### config.mk
export PLATFORM = sky130hd
export DESIGN_NAME = i2c_reg_bank
export DESIGN_NICKNAME = d
export VERILOG_FILES = /design/src/rtl/i2c_reg_bank.sv
export SDC_FILE = /design/constraint.sdc
export NUM_CORES = 1
export LEC_CHECK = 0
export CORE_AREA = 2 2 119 121
export DETAILED_ROUTE_END_ITERATION = 10
export DIE_AREA = 0 0 121 123
export PLACE_DENSITY_LB_ADDON = 0.08
export SLEW_MARGIN = 20
export SYNTH_ARGS = -nofsm -noshare
export SYNTH_HDL_FRONTEND = slang
export SYNTH_SLANG_ARGS = --single-unit
export TNS_END_PERCENT = 20
### constraint.sdc
create_clock -name clk -period 1.55 [get_ports clk]
set_input_delay 0.3875 -clock clk [delete_from_list [all_inputs] [get_ports clk]]
set_output_delay 0.3875 -clock clk [all_outputs]
set_load 0.05 [all_outputs]
### src/rtl/i2c_reg_bank.sv
// i2c_reg_bank: parametrised register file behind the I2C slave byte interface.
//
// Each register is typed by mask: read/write (default), read-only (mirrors ro_in),
// or sticky status (write-1-to-clear, set by sts_set). R/W registers also accept
// fabric writes; an I2C write to the same register in the same cycle wins and the
// dropped fabric write is counted in a saturating collision counter.
//
// Ports:
//   clk, rst_n       clock, asynchronous active-low reset
//   addr, dataIn     I2C register address / write data
//   writeEn          I2C write strobe (one cycle per byte)
//   dataOut          registered I2C read data (1-cycle latency)
//   fab_wr_en/data   per-register fabric write enable / packed data
//   ro_in            packed live values for read-only registers
//   sts_set          packed per-bit set pulses for sticky status registers
//   reg_q            packed combinational view of register contents
//   i2c_wr_pulse     one-cycle pulse per register accepted over I2C
//   irq              registered OR of enabled status bits
//   coll_cnt         saturating count of dropped fabric writes
module i2c_reg_bank #(
  parameter int unsigned                 NUM_REGS    = 8,
  parameter int unsigned                 DATA_W      = 8,
  parameter int unsigned                 ADDR_W      = 8,
  parameter logic [31:0]                 RO_MASK     = 32'h0000_0004,
  parameter logic [31:0]                 W1C_MASK    = 32'h0000_0008,
  parameter int unsigned                 IRQ_EN_ADDR = 4,
  parameter logic [NUM_REGS*DATA_W-1:0]  RESET_VAL   = '0,
  parameter int unsigned                 CNT_W       = 8
) (
  input  logic                         clk,
  input  logic                         rst_n,
  input  logic [ADDR_W-1:0]            addr,
  input  logic [DATA_W-1:0]            dataIn,
  input  logic                         writeEn,
  output logic [DATA_W-1:0]            dataOut,
  input  logic [NUM_REGS-1:0]          fab_wr_en,
  input  logic [NUM_REGS*DATA_W-1:0]   fab_wr_data,
  input  logic [NUM_REGS*DATA_W-1:0]   ro_in,
  input  logic [NUM_REGS*DATA_W-1:0]   sts_set,
  output logic [NUM_REGS*DATA_W-1:0]   reg_q,
  output logic [NUM_REGS-1:0]          i2c_wr_pulse,
  output logic                         irq,
  output logic [CNT_W-1:0]             coll_cnt
);

  logic [NUM_REGS-1:0][DATA_W-1:0] r_regs;
  logic [NUM_REGS-1:0][DATA_W-1:0] w_regs_nxt;
  logic [NUM_REGS-1:0][DATA_W-1:0] w_view;
  logic [NUM_REGS-1:0]             w_hit;
  logic [NUM_REGS-1:0]             w_pulse_nxt;
  logic                            w_coll;
  logic [DATA_W-1:0]               w_rd_data;
  logic [DATA_W-1:0]               w_sts_or;
  logic                            w_irq_nxt;
  logic [DATA_W-1:0]               r_data_out;
  logic [NUM_REGS-1:0]             r_wr_pulse;
  logic                            r_irq;
  logic [CNT_W-1:0]                r_coll_cnt;

  // Per-register views: RO registers show the live fabric value, not stored state.
  for (genvar g = 0; g < NUM_REGS; g++) begin : g_view
    assign w_hit[g] = writeEn && (addr == ADDR_W'(g));
    assign w_view[g] = RO_MASK[g] ? ro_in[g*DATA_W +: DATA_W] : r_regs[g];
    assign reg_q[g*DATA_W +: DATA_W] = w_view[g];
  end

  // Next-state per register type. Only one I2C address is active per cycle, so at
  // most one collision can occur regardless of how many fabric enables are high.
  always_comb begin
    w_regs_nxt  = r_regs;
    w_pulse_nxt = '0;
    w_coll      = 1'b0;
    for (int i = 0; i < NUM_REGS; i++) begin
      if (RO_MASK[i]) begin
        w_regs_nxt[i] = r_regs[i];
      end else if (W1C_MASK[i]) begin
        // Set is OR-ed in after the clear so it wins a same-cycle conflict.
        w_regs_nxt[i] = (r_regs[i] & ~(w_hit[i] ? dataIn : {DATA_W{1'b0}}))
                        | sts_set[i*DATA_W +: DATA_W];
        w_pulse_nxt[i] = w_hit[i];
      end else if (w_hit[i]) begin
        w_regs_nxt[i]  = dataIn;
        w_pulse_nxt[i] = 1'b1;
        if (fab_wr_en[i]) begin
          w_coll = 1'b1;
        end
      end else if (fab_wr_en[i]) begin
        w_regs_nxt[i] = fab_wr_data[i*DATA_W +: DATA_W];
      end
    end
  end

  // Read mux; out-of-range addresses fall through to zero.
  always_comb begin
    w_rd_data = '0;
    for (int i = 0; i < NUM_REGS; i++) begin
      if (addr == ADDR_W'(i)) begin
        w_rd_data = w_view[i];
      end
    end
  end

  always_comb begin
    w_sts_or = '0;
    for (int i = 0; i < NUM_REGS; i++) begin
      if (W1C_MASK[i]) begin
        w_sts_or = w_sts_or | r_regs[i];
      end
    end
  end

  assign w_irq_nxt = |(w_sts_or & r_regs[IRQ_EN_ADDR]);

  always_ff @(posedge clk or negedge rst_n) begin
    if (!rst_n) begin
      r_regs     <= RESET_VAL;
      r_data_out <= '0;
      r_wr_pulse <= '0;
      r_irq      <= 1'b0;
      r_coll_cnt <= '0;
    end else begin
      r_regs     <= w_regs_nxt;
      r_data_out <= w_rd_data;
      r_wr_pulse <= w_pulse_nxt;
      r_irq      <= w_irq_nxt;
      if (w_coll && (r_coll_cnt != {CNT_W{1'b1}})) begin
        r_coll_cnt <= r_coll_cnt + CNT_W'(1);
      end
    end
  end

  assign dataOut      = r_data_out;
  assign i2c_wr_pulse = r_wr_pulse;
  assign irq          = r_irq;
  assign coll_cnt     = r_coll_cnt;

  // Slices of the packed inputs that belong to other register types are don't-care.
  logic w_unused;
  assign w_unused = ^{fab_wr_data, ro_in, sts_set, fab_wr_en};

endmodule

==> impl_metrics.tcl <==
set metrics [dict create \
    initial_core_util_pct 30.18 \
    leakagePower_nw 3.341 \
    r2r-end "coll_cnt[1]" \
    synthFlopType "dfrtp_1" \
    cts_sinks 80 \
    cap_violations 0 \
    r2r_slack_ps 20 \
    hpwl_um 11260 \
    synthArstFlopShare_pct 100.0 \
    cp_max_fo 2 \
    vias 3644 \
    synthDistinctLibCells 40 \
    synth-seq-cells 80 \
    area_delta_synth_final_pct 87.05 \
    n_antenna_cell 0 \
    via_per_inst 4.788 \
    cts_made_buffers 9 \
    portBuffers 176 \
    routabilityCongestion 0.7717 \
    synthCells 370 \
    status "completed" \
    ant_nets 0 \
    seq_area_frac_synth_pct 48.74 \
    clk_path_buf_depth 2 \
    synth_nets 590 \
    cp-endpoint "reg_q[22]" \
    wl_um 14590 \
    ys_top_cells_by_area "dfrtp_1 (49%), mux2i_1 (14%), mux4_2 (7.7%)" \
    final_area_um2 7684 \
    hold_path_class "in2async" \
    drv_slew 0 \
    setup.worst_path.start_class "input pin" \
    cts_tree "yes" \
    place_inst 739 \
    wl_per_cell_um 19.17 \
    post_synth.cell_area_avg_um2 11.10 \
    chipWidth_um 121 \
    post-synth-top-count-cell "dfrtp_1" \
    finalSetupViolCount 0 \
    drc 0 \
    clk_pin_slew_ps 60 \
    setup.worst_path.end_class "output pin" \
    synth_top_area_cell "dfrtp_1" \
    r2r_cells 5 \
    period_share_pct 99.50 \
    rows 43 \
    finalClockSkew_ps 6.721 \
    netlist_area_um2 4108 \
    max_clock_freq_mhz 648.4 \
    yosysTopAreaCellShare_pct 48.74 \
    grt_pass1_vias 3721 \
    clk_latency_ps 340 \
    grt_max_degree 35 \
    vdd.ir_drop.worst_mv 0.4548 \
    globalRouteOverflowTotal 0 \
    drt_iter0_markers 160 \
    clockRootBuffer "clkbuf_16" \
    powerDensity_nw_per_um2 875.9 \
    regToRegStartpoint "coll_cnt[3]" \
    dr.pass1.iters 4 \
    hold_violations 0 \
    synth_common_cells "dfrtp_1 (80), mux2i_1 (59), nand2_1 (46), o21ai_0 (32), nor2_1 (27)" \
    htree_levels 3 \
    fin_nets 797 \
    placed_area_um2 7213 \
    critPathRequiredTime_ps 1160 \
    design.portCount 308 \
    yosysWarnings 0 \
    fp.dieArea_um2 14880 \
    critPathLaunch "ro_in[22]" \
    grt_use_total_pct 20.01 \
    utilization_pct 56.45 \
    drive_gt1_share_pct 34.94 \
    critPathKind "in2out" \
    die_y_um 123 \
    synth_edf_count 0 \
    antenna_found_initial 0 \
    grt_first_pass_wirelength_um 21890 \
    fin_crit_ps 1542 \
    core-area_um2 13610 \
    fin_cells 761 \
    cp.arrival_ps 1150 \
]
-- per-stage QoR --
stage	total power (W)	worst slack, ps	TNS [ps]	hold WS (ps)
2_1_floorplan	0.003316	-167.1	-3774	91.91
3_3_place_gp	0.004517	-631.9	-40780	319.5
3_5_place_dp	0.004540	-663.5	-41190	321.7
4_1_cts	0.006779	3.757	0	497.2
5_1_grt	0.006976	-19.08	-36.55	529.1
6_report	0.006730	7.827	0	500.2
-- cells in the final DEF (no fill, tap or decap), types with 2 or more instances in the layout --
master / count
a21o_1: 8
buf_2: 2
nand3_1: 6
and3_1: 3
clkdlybuf4s15_1: 3
buf_4: 42
buf_12: 94
mux2_4: 3
a22oi_1: 4
inv_1: 3
clkdlybuf4s50_1: 71
mux2i_1: 59
nand2b_1: 2
mux4_2: 14
clkbuf_16: 9
o21ai_0: 32
dlygate4sd2_1: 8
a21oi_1: 14
xnor2_1: 5
nand2_1: 44
nor3_1: 2
dfrtp_1: 75
nand2_2: 2
a21oi_2: 7
dfrtp_2: 5
buf_6: 4
nor3_2: 2
clkbuf_8: 3
o21ai_1: 2
nor4_4: 2
nor2_1: 26
-- worst min path at each step --
stage | from | end | slack [ps] | depth (start not counted)
floorplan | rst_n | coll_cnt[0] | 90 | 0
finish | rst_n | reg_q[53] | 500 | 2
global placement | rst_n | reg_q[53] | 320 | 1
global route | rst_n | reg_q[49] | 530 | 2
CTS | rst_n | i2c_wr_pulse[7] | 500 | 2
detailed placement | rst_n | reg_q[53] | 320 | 1
-- power breakdown --
group	switching, W	leakage, nW	total (W)	internal (W)
Combinational	0.00100	2.24	0.00207	0.00107
Clock	0.000844	0.148	0.00222	0.00137
Sequential	0.000213	0.952	0.00244	0.00223
Total	0.00206	3.34	0.00673	0.00467
-- critical path, cell delays in order --
cell             delay, ps
clkdlybuf4s50_1        510
buf_4                  130
buf_12                 120
-- cell type report --
cell class | instances | area [um2]
Clock buffer | 13 | 270.3
Clock inverter | 2 | 37.54
Fill cell | 1103 | 5928
Inverter | 3 | 11.26
Multi-Input combinational cell | 255 | 2003
Sequential cell | 80 | 2008
Tap cell | 180 | 225.2
Timing Repair Buffer | 228 | 3128
-- per-layer routing --
layer / track usage (%) / vias up / routed length (um)
met4: 6.105 / 0 / 180
met2: 30.69 / 132 / 6866
met1: 28.03 / 1773 / 6644
met5: 0 / - / 0
met3: 4.843 / 13 / 901
li1: - / 1726 / -
-- cell families after synthesis --
family	count (synthesis)	synth area share, %
other	1	0.09129
AOI/OAI and AO/OA	73	10.17
DFF	80	48.74
buffers and inverters	35	4.904
and+or+nand+nor	99	11.85
muxes	76	22.88
xor gates and xnor gates	5	1.066
adders and majority gates	1	0.3046
-- flip-flops by register name, indices dropped and copies added (netlist names) --
signal        cells
reg_q            48
i2c_wr_pulse      7
w_sts_or          8
coll_cnt          8
irq               1
dataOut           8
-- timing repair --
item | CTS | global route
endpoints found under the hold margin | 21 | 0
buffers inserted | 6 | 0
pin swaps | 7 | 9
gates cloned | 2 | 0
endpoints found under the setup margin | 78 | 12
gates resized for setup | 50 | 5
hold buffers | 1 | 0
No activity file was read; power rests on OpenSTA's default activity.
